File: src/rtl/falling_object_engine.sv
// -----------------------------------------------------------------------------
// falling_object_engine
//
// Purpose:
//   Runs NUM_OBJ independent falling objects on a ROWS x COLS grid. A shared
//   8-bit LFSR picks spawn columns, a spawn-gap counter spaces spawns apart,
//   and every object reaching the player row is resolved exactly once as
//   either a hit (same column as the player) or a landing (dodged). Hit and
//   landing counters drive a sticky game-over flag.
//
// Optional feature (compile-time macro FOBJ_SPEEDUP_EN):
//   Defined  : every 8 landings shorten the fall period by TICK_DIV>>3,
//              never below TICK_DIV>>2. A new period takes effect at the
//              counter wrap after the one on which it was computed.
//   Undefined: the fall period is fixed at TICK_DIV.
//
// Ports:
//   i_clk          system clock
//   i_clear_n      asynchronous active-low clear ("Clear")
//   i_run          1 = play, 0 = pause (the LFSR keeps running)
//   i_player_col   player column, sampled on each fall tick
//   o_obj_active   slot i is falling
//   o_obj_row      packed rows, slot i at [i*RW +: RW]
//   o_obj_col      packed columns, slot i at [i*CW +: CW]
//   o_hit_pulse    one-cycle pulse: at least one hit on this tick
//   o_land_pulse   one-cycle pulse: at least one landing on this tick
//   o_hit_count    hits taken, saturating at MAX_HITS
//   o_land_count   objects dodged, wraps 255 -> 0
//   o_game_over    sticky, set once o_hit_count reaches MAX_HITS
// -----------------------------------------------------------------------------
module falling_object_engine #(
    parameter int         NUM_OBJ   = 2,
    parameter int         ROWS      = 8,
    parameter int         COLS      = 8,
    parameter int         TICK_DIV  = 25000000,
    parameter int         SPAWN_GAP = 3,
    parameter int         MAX_HITS  = 8,
    parameter logic [7:0] LFSR_SEED = 8'hA5,
    localparam int        RW        = $clog2(ROWS),
    localparam int        CW        = $clog2(COLS)
) (
    input  logic                  i_clk,
    input  logic                  i_clear_n,
    input  logic                  i_run,
    input  logic [CW-1:0]         i_player_col,
    output logic [NUM_OBJ-1:0]    o_obj_active,
    output logic [NUM_OBJ*RW-1:0] o_obj_row,
    output logic [NUM_OBJ*CW-1:0] o_obj_col,
    output logic                  o_hit_pulse,
    output logic                  o_land_pulse,
    output logic [3:0]            o_hit_count,
    output logic [7:0]            o_land_count,
    output logic                  o_game_over
);

    localparam int TW = $clog2(TICK_DIV + 1);
    localparam int GW = (SPAWN_GAP > 0) ? $clog2(SPAWN_GAP + 1) : 1;
    localparam int NW = $clog2(NUM_OBJ + 1);

    // ---------------------------------------------------------------------
    // Shared state
    // ---------------------------------------------------------------------
    logic [7:0]    r_lfsr;
    logic [TW-1:0] r_tick_cnt;
    logic [GW-1:0] r_gap;
    logic [3:0]    r_hit_count;
    logic [7:0]    r_land_count;
    logic          r_hit_pulse;
    logic          r_land_pulse;
    logic          r_game_over;

    logic [TW-1:0] w_period;
    logic          w_en;
    logic          w_tick;

    logic [NUM_OBJ-1:0] w_active;
    logic [NUM_OBJ-1:0] w_hit;
    logic [NUM_OBJ-1:0] w_land;
    logic [NUM_OBJ-1:0] w_spawn_sel;
    logic               w_any_idle;

    logic [NW-1:0] w_n_hit;
    logic [NW-1:0] w_n_land;
    logic [4:0]    w_hit_sum;
    logic [3:0]    w_hit_next;

    // Play advances only while running and not yet lost.
    assign w_en   = i_run && !r_game_over;
    assign w_tick = w_en && (r_tick_cnt == (w_period - TW'(1)));

    // ---------------------------------------------------------------------
    // Object slots
    // ---------------------------------------------------------------------
    generate
        for (genvar gi = 0; gi < NUM_OBJ; gi++) begin : g_slot
            logic          r_act;
            logic [RW-1:0] r_row;
            logic [CW-1:0] r_col;
            logic          w_bottom;

            assign w_bottom   = (r_row == RW'(ROWS - 1));
            // Resolution uses the state at the start of the tick, so each
            // object is resolved exactly once as either hit or land.
            assign w_hit[gi]  = w_tick && r_act && w_bottom && (r_col == i_player_col);
            assign w_land[gi] = w_tick && r_act && w_bottom && (r_col != i_player_col);

            always_ff @(posedge i_clk or negedge i_clear_n) begin
                if (!i_clear_n) begin
                    r_act <= 1'b0;
                    r_row <= '0;
                    r_col <= '0;
                end else if (w_tick) begin
                    if (r_act) begin
                        if (w_bottom) begin
                            // Row/col are left as-is; consumers qualify with active.
                            r_act <= 1'b0;
                        end else begin
                            r_row <= r_row + RW'(1);
                        end
                    end else if (w_spawn_sel[gi]) begin
                        r_act <= 1'b1;
                        r_row <= '0;
                        r_col <= r_lfsr[CW-1:0];
                    end
                end
            end

            assign w_active[gi]           = r_act;
            assign o_obj_row[gi*RW +: RW] = r_row;
            assign o_obj_col[gi*CW +: CW] = r_col;
        end
    endgenerate

    // Slots freed on this tick are still active here, so they cannot be
    // respawned until the following tick.
    assign w_any_idle = ~&w_active;

    // Lowest-index idle slot wins the spawn.
    always_comb begin
        logic found;
        found       = 1'b0;
        w_spawn_sel = '0;
        if (w_tick && (r_gap == '0)) begin
            for (int i = 0; i < NUM_OBJ; i++) begin
                if (!w_active[i] && !found) begin
                    w_spawn_sel[i] = 1'b1;
                    found          = 1'b1;
                end
            end
        end
    end

    // Simultaneous resolutions all count.
    always_comb begin
        w_n_hit  = '0;
        w_n_land = '0;
        for (int i = 0; i < NUM_OBJ; i++) begin
            w_n_hit  = w_n_hit  + NW'(w_hit[i]);
            w_n_land = w_n_land + NW'(w_land[i]);
        end
    end

    assign w_hit_sum  = {1'b0, r_hit_count} + 5'(w_n_hit);
    assign w_hit_next = (w_hit_sum >= 5'(MAX_HITS)) ? 4'(MAX_HITS) : w_hit_sum[3:0];

    // ---------------------------------------------------------------------
    // Fall period (fixed or speed-up)
    // ---------------------------------------------------------------------
`ifdef FOBJ_SPEEDUP_EN
    localparam int SPD_STEP  = TICK_DIV >> 3;
    localparam int SPD_FLOOR = TICK_DIV >> 2;

    logic [2:0]    r_spd_cnt;
    logic [TW-1:0] r_period;
    logic [TW-1:0] r_period_pend;
    logic [3:0]    w_spd_sum;

    // Bit 3 of the sum flags a wrap of the 3-bit landing counter.
    assign w_spd_sum = {1'b0, r_spd_cnt} + 4'(w_n_land);

    always_ff @(posedge i_clk or negedge i_clear_n) begin
        if (!i_clear_n) begin
            r_spd_cnt     <= '0;
            r_period      <= TW'(TICK_DIV);
            r_period_pend <= TW'(TICK_DIV);
        end else if (w_tick) begin
            r_spd_cnt <= w_spd_sum[2:0];
            // Pending period is promoted at each wrap, so a reduction computed
            // now applies from the following wrap onwards.
            r_period  <= r_period_pend;
            if (w_spd_sum[3]) begin
                if (r_period_pend >= TW'(SPD_FLOOR + SPD_STEP)) begin
                    r_period_pend <= r_period_pend - TW'(SPD_STEP);
                end else begin
                    r_period_pend <= TW'(SPD_FLOOR);
                end
            end
        end
    end

    assign w_period = r_period;
`else
    assign w_period = TW'(TICK_DIV);
`endif

    // ---------------------------------------------------------------------
    // LFSR, tick counter, spawn gap, scoring
    // ---------------------------------------------------------------------
    always_ff @(posedge i_clk or negedge i_clear_n) begin
        if (!i_clear_n) begin
            r_lfsr       <= LFSR_SEED;
            r_tick_cnt   <= '0;
            r_gap        <= '0;
            r_hit_count  <= '0;
            r_land_count <= '0;
            r_hit_pulse  <= 1'b0;
            r_land_pulse <= 1'b0;
            r_game_over  <= 1'b0;
        end else begin
            // x^8+x^6+x^5+x^4+1, free-running regardless of run/game over.
            r_lfsr <= {r_lfsr[6:0], r_lfsr[7] ^ r_lfsr[5] ^ r_lfsr[4] ^ r_lfsr[3]};

            // w_hit/w_land are already gated by the tick.
            r_hit_pulse  <= |w_hit;
            r_land_pulse <= |w_land;

            if (w_en) begin
                r_tick_cnt <= w_tick ? '0 : (r_tick_cnt + TW'(1));
            end

            if (w_tick) begin
                if (r_gap == '0) begin
                    if (w_any_idle) begin
                        r_gap <= GW'(SPAWN_GAP);
                    end
                end else begin
                    r_gap <= r_gap - GW'(1);
                end

                r_hit_count  <= w_hit_next;
                r_land_count <= r_land_count + 8'(w_n_land);
                if (w_hit_sum >= 5'(MAX_HITS)) begin
                    r_game_over <= 1'b1;
                end
            end
        end
    end

    assign o_obj_active = w_active;
    assign o_hit_pulse  = r_hit_pulse;
    assign o_land_pulse = r_land_pulse;
    assign o_hit_count  = r_hit_count;
    assign o_land_count = r_land_count;
    assign o_game_over  = r_game_over;

endmodule

File: config.mk
export PLATFORM = sky130hd
export DESIGN_NAME = falling_object_engine
export DESIGN_NICKNAME = d
export VERILOG_FILES = /design/src/rtl/falling_object_engine.sv
export SDC_FILE = /design/constraint.sdc
export NUM_CORES = 1
export LEC_CHECK = 0
export ABC_AREA = 1
export CORE_ASPECT_RATIO = 0.9
export CORE_MARGIN = 3
export CORE_UTILIZATION = 54
export CTS_CLUSTER_DIAMETER = 200
export DETAILED_ROUTE_END_ITERATION = 12
export PLACE_DENSITY = 0.76
export SLEW_MARGIN = 20
export SYNTH_ARGS = -nofsm -noshare
export SYNTH_HDL_FRONTEND = slang
export SYNTH_SLANG_ARGS = --single-unit
File: constraint.sdc
create_clock -name i_clk -period 3.1 [get_ports i_clk]
set_input_delay 0.62 -clock i_clk [delete_from_list [all_inputs] [get_ports i_clk]]
set_output_delay 0.62 -clock i_clk [all_outputs]
set_load 0.05 [all_outputs]
==> results of run 1 <==
## kinds of logic after synthesis
logic type / count (synthesis)
buf+inv: 78
xor+xnor: 18
fa+ha+maj: 10
compound gates: 38
simple gates: 258
flops: 64
## sequential cells by signal, indices dropped and copies added (netlist names)
name          count
o_land_pulse      1
g_slot.r_row      6
o_hit_count       4
o_game_over       1
r_tick_cnt       25
g_slot.r_col      6
o_land_count      8
r_lfsr            8
r_gap             2
g_slot.r_act      2
o_hit_pulse       1
## how the worst max path moves through the flow
stage / from / to / slack (ns)
after floorplan: o_game_over / o_hit_count[1] / 0.34
after global placement: i_run / o_hit_count[1] / -0.05
after detailed placement: i_run / o_land_count[6] / -0.15
after CTS: i_run / o_hit_count[2] / 0.21
after global routing: i_run / o_hit_count[2] / 0.03
final: i_run / o_hit_count[2] / 0.28
## placed cells by master (no fill, tap or decap), drive strengths merged
master,synthesis,layout
nand2,122,122
nor2,71,71
inv,70,70
dfrtp,60,60
clkdlybuf4s50,0,33
nand3,31,31
o21ai,25,25
nand4,23,23
xnor2,10,10
a21oi,10,10
clkbuf,1,10
nor3,9,9
buf,6,9
xor2,8,8
ha,8,8
dfstp,4,4
bufinv,0,3
clkinv,1,3
nand3b,2,2
fa,2,2
o21a,1,1
o211ai,1,1
o211a,1,1
clkinvlp,0,1
## power groups by stage
stage | clock, mW | sequential [mW] | combinational (mW)
global route | 0.915 | 0.838 | 0.0409
floorplan | 0 | 0.853 | 0.00849
CTS | 0.878 | 0.838 | 0.0374
detailed placement | 0 | 0.854 | 0.0372
finish | 0.860 | 0.838 | 0.0361
global placement | 0 | 0.854 | 0.0364
## metrics by stage
stage | power (mW) | util [%]
final | 1.734 | 68.38
after global routing | 1.794 | 68.38
after CTS | 1.753 | 68.30
after detailed placement | 0.8912 | 64.56
after global placement | 0.8902 | 64.56
after floorplan | 0.8620 | -
## what timing repair did
| item | in CTS | in global routing |
|---|---|---|
| buffers inserted | 0 | 0 |
| gates resized for setup | 0 | 2 |
| setup endpoints to repair | 0 | 5 |
## layer usage
metal	track usage (%)	share of wire (%)	vias to the layer above
li1	-	-	1572
met1	33.26	46	1498
met2	36.54	46	100
met3	5.254	5.7	22
met4	10.80	2.3	0
met5	0	0	-
## worst reg2reg max path: cells and delay by family, from the launching register on
family | cells | cell delay (ns)
simple gates | 10 | 0.95
flops | 1 | 0.44
buf+inv | 1 | 0.07
compound gates | 2 | 0.24
fa+ha+maj | 3 | 0.87
## layout make-up
class | count | share of cell area, %
clock inverters | 6 | 2.504
flip-flops and latches | 64 | 37.39
multi-input cells | 324 | 38.90
repair buffers | 42 | 9.493
inverters | 71 | 6.203
well taps | 87 | 2.533
clock buffers | 10 | 2.970
==> results.py, run 1 <==
metrics = {
    "power_and_ir_drop": {
        "powerDensity_nw_per_um2": 403.6,
        "p_seq_share_pct": 48.3,
        "p_switching_mw": 0.3547,
        "p_clk_share_pct": 49.6,
        "switching_share_pct": 20.45,
        "pwr-share-comb_pct": 2.1,
        "ir_drop_v": 0.0002901,
        "p_leak_nw": 2.149,
        "power.internal_mw": 1.380,
    },
    "layout": {
        "multiInputGateArea_um2": 1672,
        "instances_no_fill": 604,
        "final_area_um2": 4297,
        "layout-drive-gt1-share_pct": 9.284,
        "nFillCells": 559,
        "area_growth_syn_to_layout_pct": 19.69,
        "antenna_cells": 0,
        "nets": 528,
        "seqCellArea_um2": 1607,
    },
    "sta": {
        "setup_tns_ns": 0,
        "tightest_slew_ns": 0.7052,
        "fin_crit_sh_pct": 91.06,
        "fmax_mhz": 354.2,
        "max_slew_margin_pct": 52.99,
        "hold_viol": 0,
        "rsz0062_at_grt": "no",
        "worst_slack_ns": 0.2771,
        "maxSlewViolCount": 0,
        "clock_skew_ns": 0.003900,
        "whs_ns": 0.3181,
        "finalCriticalPeriod_ns": 2.823,
        "setup_viol": 0,
    },
    "placement": {
        "post_dp_cell_area_um2": 4056,
        "dp_cells": 588,
        "portBuffers": 34,
        "gp_congestion": 0.9331,
        "hpwl_um": 6118,
        "post-place-ws_ns": -0.1464,
    },
    "job": {
        "maxCapViolCount": 0,
    },
    "setup_path": {
        "crit_family": "simple AND/OR/NAND/NOR gates",
        "end_kind": "flip-flop",
        "reg2regPathDepth": 16,
        "crit_buf_inv": 2,
        "cp-start-kind": "input port",
        "crit_cells": 16,
        "rrSetupSlack_ns": 0.39,
        "r2r_end": "o_hit_count[2]",
        "crit_top_cell": "nand2_1",
        "cp_slowest_stage_delay_ns": 0.50,
        "cp.arrival_ns": 3.05,
        "cp_cell_sequence": "clkdlybuf4s50_1 > nand2_2 > nor3_1 > nand2_1 > nor2_4 > nand4_1 > fa_1 > inv_1 > ha_1 > nand2_1 > nand2_1 > nand2_1 > o21ai_1 > nor2_1 > nand2_1 > o21ai_0",
        "slowest_stage": "clkdlybuf4s50_1",
        "critPathKind": "input port to flip-flop",
        "worst-endpoint-required_ns": 3.33,
        "path_max_fanout": 7,
        "rr_startpoint": "r_tick_cnt[0]",
    },
    "drt": {
        "wl_um": 8271,
        "via_per_inst": 5.285,
        "vias": 3192,
        "ant_nets": 0,
        "drt_iter0_drc": 189,
        "firstDrtPassIters": 5,
        "drc": 0,
        "wl_per_cell_um": 13.69,
    },
    "yosys": {
        "synth_area_per_cell_um2": 7.703,
        "synthTopCellsByArea": "dfrtp_1 42%, nand2_1 12%, inv_1 7.3%",
        "synthMuxAreaShare_pct": 0,
        "synth-seq-cells": 64,
        "yosys_warnings": 0,
        "netlist_instances": 466,
        "synth_top_area_share_pct": 41.83,
        "synth-xor-area-share_pct": 4.392,
        "synth_top_family_by_area": "simple AND/OR/NAND/NOR gates",
        "synth_area_leader_cell": "dfrtp_1",
        "syn_area_um2": 3590,
        "synthSimpleGateAreaFrac_pct": 32.35,
        "async_reset_ff_share_pct": 100.0,
        "ys_seq_area_share_pct": 44.75,
        "synth_adder_area_share_pct": 3.904,
        "synth_common_cells": "115 x nand2_1, 70 x inv_1, 62 x nor2_1, 60 x dfrtp_1, 31 x nand3_1",
        "synthesis.nets": 482,
        "synth_compound_area_share_pct": 5.786,
        "synth.distinct_cells": 30,
        "synth_ff_type": "dfrtp_1",
        "synth_edf_count": 0,
        "post-synth-top-count-cell": "nand2_1",
    },
    "cts": {
        "clockBufferDepth": 2,
        "htree_levels": 3,
        "cts.sinks": 64,
        "path_clk_slew_ns": 0.07,
        "insertion_delay_ns": 0.34,
        "cts_tree": "yes",
        "cts_made_buffers": 9,
        "cts_root_buf": "clkbuf_8",
        "cts_hold_buffers": 0,
    },
    "die": {
        "initial_core_util_pct": 57.13,
        "fp.dieH_um": 83.35,
        "io_pins": 35,
        "coreArea_um2": 6284,
        "rows": 27,
        "dieArea_um2": 7663,
        "die_x_um": 91.94,
    },
    "global_route": {
        "grt_pass1_wl_um": 14780,
        "grt_pass1_vias": 3147,
        "antenna_found_initial": 0,
        "grt_remaining_overflow": 0,
        "grt_max_degree": 35,
        "track_usage_pct": 24.15,
    },
    "run_status": {
        "outcome": "complete, no violations",
    },
    "hold_path": {
        "hp-class": "input port to async pin",
    },
}
(Power assumes the default switching activity.)
==> inputs of run 2 (changes only) <==
--- a/config.mk
+++ b/config.mk
@@ -6,7 +6,7 @@
 export NUM_CORES = 1
 export LEC_CHECK = 0
 export ABC_AREA = 1
-export CORE_ASPECT_RATIO = 0.9
+export CORE_ASPECT_RATIO = 1.25
 export CORE_MARGIN = 3
 export CORE_UTILIZATION = 54
 export CTS_CLUSTER_DIAMETER = 200
==> run 2 against run 1 <==
Net effect: register-to-register slack got worse by 0.11 ns; design area rose by 0.35%; power rose by 1.7%; via count barely moved; clock power rose by 3.4%; worst hold slack got worse by 0.020 ns; non-clock buffer count did not move; combinational power barely moved; core utilization fell by 0.22 points; flip-flop and latch count did not move; sequential share of layout area fell by 0.13 points; maximum frequency fell by 0.42%.
==> results.py, run 2 (synthesis gave the netlist of run 1 again) <==
metrics = {
    "run_status": {
        "outcome": "complete, no violations",
    },
    "layout": {
        "final_cell_mix": "115 x nand2_1, 70 x inv_1, 62 x nor2_1, 60 x dfrtp_1, 33 x clkdlybuf4s50_1",
        "fin_util_pct": 68.16,
        "area_growth_syn_to_layout_pct": 20.11,
        "largest_register": "r_tick_cnt",
        "nFillCells": 567,
        "antenna_cells": 0,
        "nets": 528,
        "multiInputGateArea_um2": 1680,
        "final_common_cell": "nand2_1",
        "seqCellArea_um2": 1607,
        "largest_reg_flops": 25,
        "layout-drive-gt1-share_pct": 9.865,
    },
    "die": {
        "initial_core_util_pct": 56.74,
        "coreArea_um2": 6326,
        "rows": 32,
        "io_pins": 35,
        "dieArea_um2": 7668,
        "fp.dieH_um": 97.16,
        "die_x_um": 78.93,
    },
    "power_and_ir_drop": {
        "powerDensity_nw_per_um2": 408.9,
        "finalPower_mw": 1.763,
        "p_leak_nw": 2.153,
        "ir_drop_v": 0.0004817,
    },
    "setup_path": {
        "slowest_stage": "clkdlybuf4s50_1",
        "worst-endpoint-required_ns": 3.33,
        "cp-start-kind": "input port",
        "cp.arrival_ns": 3.07,
        "critPathKind": "input port to flip-flop",
        "end_kind": "flip-flop",
        "cp_cell_sequence": "clkdlybuf4s50_1 > nand2_2 > nor3_1 > nand2_1 > nor2_4 > nand4_1 > fa_1 > nor3_1 > nand2_1 > o21ai_2 > nand3b_1 > o21ai_0",
        "cp_slowest_stage_delay_ns": 0.49,
        "path_max_fanout": 6,
    },
    "drt": {
        "drt_iter0_drc": 153,
        "ant_nets": 0,
        "firstDrtPassIters": 5,
        "via_per_inst": 5.306,
        "vias": 3194,
        "drc": 0,
        "wl_um": 8726,
        "wl_per_cell_um": 14.50,
    },
    "cts": {
        "cts_tree": "yes",
        "cts_root_buf": "clkbuf_8",
        "path_clk_slew_ns": 0.07,
        "clockBufferDepth": 2,
        "htree_levels": 3,
        "cts_made_buffers": 9,
        "insertion_delay_ns": 0.35,
        "cts.sinks": 64,
    },
    "global_route": {
        "track_usage_pct": 25.14,
        "grt_pass1_wl_um": 15120,
        "grt_pass1_vias": 3262,
        "antenna_found_initial": 0,
        "grt_remaining_overflow": 0,
        "grt_max_degree": 39,
    },
    "sta": {
        "finalCriticalPeriod_ns": 2.835,
        "fmax_mhz": 352.8,
        "tightest_slew_ns": 0.6755,
        "setup_viol": 0,
        "rsz0062_at_grt": "no",
        "hold_viol": 0,
        "setup_tns_ns": 0,
        "whs_ns": 0.2983,
        "fin_crit_sh_pct": 91.44,
        "max_slew_margin_pct": 54.97,
        "clock_skew_ns": 0.006497,
        "maxSlewViolCount": 0,
    },
    "job": {
        "maxCapViolCount": 0,
    },
    "hold_path": {
        "hp-class": "input port to async pin",
    },
    "placement": {
        "hpwl_um": 6457,
        "gp_congestion": 0.9201,
        "portBuffers": 34,
    },
}
-- run 2: changes by cell type in the layout (fill, tap and decap cells not counted) --
cell,previous run,this run
nor3_2,0,1
o21ai_1,6,5
nor3_1,8,7
o21ai_2,2,3
clkbuf_1,1,0
clkinv_2,2,1
clkinv_4,0,2
-- run 2: path summary, 6_finish.rpt --
check / from / end / slack (ns) / cells past startpoint
worst max-delay path: i_run / o_hit_count[1] / 0.27 / 12
worst min-delay path: i_clear_n / r_tick_cnt[5] / 0.30 / 1
worst max register to register: r_tick_cnt[6] / o_hit_count[1] / 0.28 / 12
worst min register to register: r_lfsr[6] / r_lfsr[7] / 0.35 / 0
max in group asynchronous: i_clear_n / r_lfsr[0] / 2.11 / 2
min in group i_clk: r_lfsr[6] / r_lfsr[7] / 0.35 / 0
-- run 2: report_power, final --
group,internal (mW),switching [mW]
sequential,0.836,0.00177
clock,0.535,0.354
combinational,0.0120,0.0243
-- run 2: worst max-delay path, delay by kind of cell --
| family | cells | cell delay [ns] |
|---|---|---|
| and+or+nand+nor | 8 | 1.30 |
| buffers and inverters | 1 | 0.49 |
| adders and majority gates | 1 | 0.46 |
| AOI/OAI and AO/OA | 2 | 0.20 |
-- run 2: stage by stage --
step,setup WS [ns],cell area [um^2],cells
2_1_floorplan,0.3372,3590,466
3_3_place_gp,0.03465,4054,586
3_5_place_dp,-0.1316,4054,586
4_1_cts,0.1853,4298,602
5_1_grt,0.01173,4312,602
6_report,0.2653,4312,602
-- run 2: final cells by class --
| cell class | count | area share (%) |
|---|---|---|
| inverter | 71 | 6.181 |
| tap | 85 | 2.467 |
| timing repair buffer | 42 | 9.460 |
| clock inverter | 7 | 2.786 |
| clock buffer | 9 | 2.873 |
| multi-input combinational | 324 | 38.97 |
| sequential | 64 | 37.26 |
-- run 2: routing by layer --
layer	track usage [%]	vias to the layer above	part of all wire, %
met3	5.102	17	4.1
li1	-	1578	-
met1	30.40	1524	42
met4	11.11	0	2.5
met5	0	-	0
met2	42.84	75	51
-- run 2: repair_timing --
| item | CTS | global route |
|---|---|---|
| gates resized for setup | 0 | 4 |
| buffers inserted | 0 | 0 |
| setup endpoints to repair | 0 | 6 |
| hold buffers | 0 | 0 |
==> RTL edit 1 (flow settings as in run 2) <==
Change the parameter `ROWS` from 8 to 4.
--- a/src/rtl/falling_object_engine.sv
+++ b/src/rtl/falling_object_engine.sv
@@ -32,3 +32,3 @@
     parameter int         NUM_OBJ   = 2,
-    parameter int         ROWS      = 8,
+    parameter int         ROWS      = 4,
     parameter int         COLS      = 8,
Interface: changed (resized o_obj_row); port bits go from 35 to 33. The function was not compared with the original's and may differ.
==> RTL edit 1 against run 2 <==
- utilization down 1.3 points
- wire length down 2.3%
- worst setup slack better by 0.11 ns
- synthesized area down 1.6%
- sequential cell count down 2
- synthesized cell count up 3.2%
- final area down 3.2%
- total power down 10%
- sequential power down 3.6%
- largest cell class unchanged
==> RTL edit 1: results <==
group,metric,value,unit
synthesis,synth-xor-area-share,5.21,%
cells_and_area,layout.nets,538,
power_and_ir_drop,power_frac_comb,1.8,%
synthesis,synth_common_cells,"nand2_1, nor2_1, dfrtp_1",
sta,slew-limit-headroom,37.4,%
power_and_ir_drop,maxPowerGroup,"sequential cells",
route,wl_per_cell,13.9,um
outcome,outcome,"finished clean",
synthesis,syn-num-nets,495,
power_and_ir_drop,peakVddDrop,0.000329,V
power_and_ir_drop,p_leak,2.01,nW
grt,grt_pass1_vias,3242,
synthesis,synth_top_cells_by_area,"dfrtp_1, nand2_1, nor2_1, inv_1, nand3_1",
synthesis,synth_cell_type_count,31,
setup_path,critPathMaxFanout,8,
route,drtIter0Drc,163,
synthesis,synth_compound_area_share,4.04,%
power_and_ir_drop,powerClk,0.000744,W
grt,grt_usage,24.9,%
route,vias,3264,
placement,hpwl,6410,um
placement,gp_congestion,0.966,
setup_path,arrival,2.98,ns
setup_path,cp-startpoint,"r_tick_cnt[9]$_DFFE_PN0P_",
power_and_ir_drop,p_int,0.00120,W
hold_path,hold_class,"reg2reg",
cells_and_area,drive_above_1_share,7.94,%
placement,port_buffers,32,
grt,grt_pass1_wl,14400,um
==> RTL edit 1: path summary, 6_finish.rpt <==
kind,endpoint,slack (ns),depth (start not counted)
worst max-delay path,o_hit_count[2]$_DFFE_PN0N_,0.37,18
worst min-delay path,r_lfsr[7]$_DFF_PN1_,0.36,0
worst max register to register,o_hit_count[2]$_DFFE_PN0N_,0.37,18
worst min register to register,r_lfsr[7]$_DFF_PN1_,0.36,0
max in group asynchronous,o_land_count[0]$_DFFE_PN0N_,1.88,2
min in group asynchronous,r_tick_cnt[9]$_DFFE_PN0P_,0.40,1
==> RTL edit 1: per-stage QoR <==
step	worst slack (ns)	total power [W]	util, %	cells	hold slack (ns)
2_1_floorplan	0.326	0.000829	-	481	0.324
3_3_place_gp	0.151	0.000853	63.5	598	0.338
3_5_place_dp	0.0540	0.000853	63.5	598	0.338
4_1_cts	0.320	0.00159	66.8	614	0.365
5_1_grt	0.00179	0.00162	66.8	614	0.375
6_report	0.373	0.00158	66.8	614	0.363
==> RTL edit 1: layout make-up <==
class,count,area (um^2)
timing repair buffer,39,368
inverter,60,225
clock buffer,9,124
multi-input combinational,352,1720
fill,561,2070
tap,85,106
clock inverter,7,77.6
sequential,62,1560
==> RTL edit 1: routing by layer <==
metal / track usage (%) / share of wire, % / vias up
met4: 12.1 / 3.3 / 0
met5: 0 / 0 / -
met1: 27.7 / 42 / 1531
met2: 45.1 / 51 / 95
li1: - / - / 1611
met3: 5.84 / 3.8 / 27
==> RTL edit 1: kinds of logic (layout without fill, tap and decap cells) <==
logic type      after synthesis  after routing
compound gates               27             27
xor+xnor                     21             21
fa+ha+maj                     8              8
buf+inv                      67            115
flops                        62             62
simple gates                296            296
==> RTL edit 2 (settings of run 2) <==
Made on the original files. Remove the register `r_land_pulse`: a continuous assignment takes its place, so the output `o_land_pulse` follows one clock earlier.
--- a/src/rtl/falling_object_engine.sv
+++ b/src/rtl/falling_object_engine.sv
@@ -216,3 +216,2 @@
             r_hit_pulse  <= 1'b0;
-            r_land_pulse <= 1'b0;
             r_game_over  <= 1'b0;
@@ -224,3 +223,2 @@
             r_hit_pulse  <= |w_hit;
-            r_land_pulse <= |w_land;
 
@@ -248,2 +246,4 @@
 
+    assign r_land_pulse = |w_land;
+
     assign o_obj_active = w_active;
Formal check against the unedited RTL: no difference found for any inputs over 10 cycles, from zero or initial values; that may be too few to reach the edited logic, so the function may still have changed.
==> RTL edit 2 against run 2 <==
- count of clock-buffer cells in the layout up 3
- synthesized cell count down 0.21%
- sequential cell count down 1
- worst setup slack better by 0.030 ns
- total power down 16%
- critical path depth up 3
- final area down 2.3%
- clock skew up 0.0059 ns
- synthesized area down 0.70%
- wire length down 4.3%
- die area down 0.65%
- register-to-register slack better by 0.09 ns
- combinational power down 2%
- critical path type unchanged
- critical endpoint unchanged
- largest cell class unchanged
==> RTL edit 2: results <==
group,metric,value,unit
setup_path,cp-startpoint,"i_run",
setup_path,critPathSlowestCell,"clkdlybuf4s50_1",
synthesis,synth_top_cells_by_area,"dfrtp_1, nand2_1, inv_1, nor2_1, nand3_1",
setup_path,timing.rr.start,"r_tick_cnt[6]$_DFFE_PN0P_",
power_and_ir_drop,p_leak,2.11,nW
route,via_per_inst,5.21,
setup_path,rrSetupSlack,0.37,ns
synthesis,synth_edf_count,0,
power_and_ir_drop,power_frac_comb,2.4,%
synthesis,async_flop_share,100,%
placement,placed_cells,585,
clocking,clk_pin_slew_worst_paths,0.07,ns
grt,grt_max_degree,64,
route,drtIter0Drc,131,
power_and_ir_drop,p_int,0.00114,W
clocking,cts_root_buf,"clkbuf_8",
setup_path,cpPeakStageDelay,0.50,ns
setup_path,ff2ff_path_depth,15,
grt,grt_usage,24.1,%
route,top_layer,"met4",
clocking,cts_buffers,9,
synthesis,syn_avg_cell_area,7.67,um^2
grt,antenna_found_initial,0,
synthesis,dominantRegCellSynth,"dfrtp_1",
clocking,clock_latency,0.35,ns
grt,met3_usage,5.59,%
cells_and_area,finalNonFillerCells,601,
setup_path,critical_path.top_delay_family,"simple AND/OR/NAND/NOR gates",
clocking,clockBufferDepth,2,
cells_and_area,nFillCells,569,
route,met3_length,340,um
power_and_ir_drop,p_seq_share,55.6,%
cells_and_area,layout.nets,527,
grt,grt_pass1_vias,3214,
sta,finalClockSkew,0.0124,ns
synthesis,synth_seq_area_share,44.4,%
sta,worst_pin_slew,0.524,ns
placement,gp_congestion,0.952,
synthesis,synth_warnings,0,
cells_and_area,drive_above_1_share,9.30,%
synthesis,syn-num-nets,481,
power_and_ir_drop,peakVddDrop,0.000259,V
grt,grt_pass1_wl,14500,um
outcome,outcome,"finished clean",
placement,hpwl,6290,um
route,wirelength,8350,um
grt,gr-usage-met2,40.9,%
setup_path,timing.rr.end,"o_hit_count[1]$_DFFE_PN0N_",
grt,gr-usage-met1,28.6,%
power_and_ir_drop,netSwitchingFraction,23.0,%
sta,finalMaxSlewViolations,0,
route,met1_length,3560,um
synthesis,synth_common_cells,"nand2_1, inv_1, nor2_1",
cells_and_area,n_antenna_cell,0,
cells_and_area,top_register,"r_tick_cnt",
route,wl_met2,4190,um
hold_path,hold_class,"in2async",
RTL edit 2: cell types whose count changed after synthesis, sizes merged:
cell / before / now
dfrtp: 60 / 59
RTL edit 2: area by class of cell:
| cell class | count | area share (%) |
|---|---|---|
| Multi-Input combinational cell | 324 | 39.7 |
| Clock inverter | 4 | 0.535 |
| Clock buffer | 12 | 3.45 |
| Tap cell | 85 | 2.53 |
| Inverter | 71 | 6.33 |
| Timing Repair Buffer | 42 | 9.92 |
| Sequential cell | 63 | 37.6 |
RTL edit 2: through the flow:
step                      setup slack, ns  hold WS, ns  utilization [%]  instance area (um^2)  TNS (ns)
final                               0.295        0.261             67.0                  4210         0
after global routing               0.0410        0.301             67.0                  4210         0
after CTS                           0.268        0.293             66.9                  4210         0
after detailed placement           -0.103        0.343             64.3                  4040    -0.355
after global placement             0.0335        0.339             64.3                  4040         0
after floorplan                     0.337        0.324                -                  3560         0
RTL edit 2: logic make-up after synthesis:
family,share of synthesized area (%)
AND/OR/NAND/NOR,32.6
flip-flops,44.4
AO/OA/AOI/OAI,5.83
buffers and inverters,8.88
adder cells (fa/ha/maj),3.93
XOR/XNOR,4.42
RTL edit 2: worst max-delay path by stage:
stage                                 end  slack [ns]  cells past startpoint
4_1_cts        o_hit_count[1]$_DFFE_PN0N_        0.27                     15
3_3_place_gp   o_hit_count[1]$_DFFE_PN0N_        0.03                     15
6_report       o_hit_count[1]$_DFFE_PN0N_        0.29                     15
5_1_grt        o_hit_count[2]$_DFFE_PN0N_        0.04                     16
3_5_place_dp   o_hit_count[1]$_DFFE_PN0N_       -0.10                     15
2_1_floorplan  o_hit_count[1]$_DFFE_PN0N_        0.34                     16
RTL edit 2: repair_timing:
action / 4_1_cts / 5_1_grt
endpoints found under the setup margin: 0 / 3
gates resized for setup: 0 / 1
setup buffers: 0 / 0
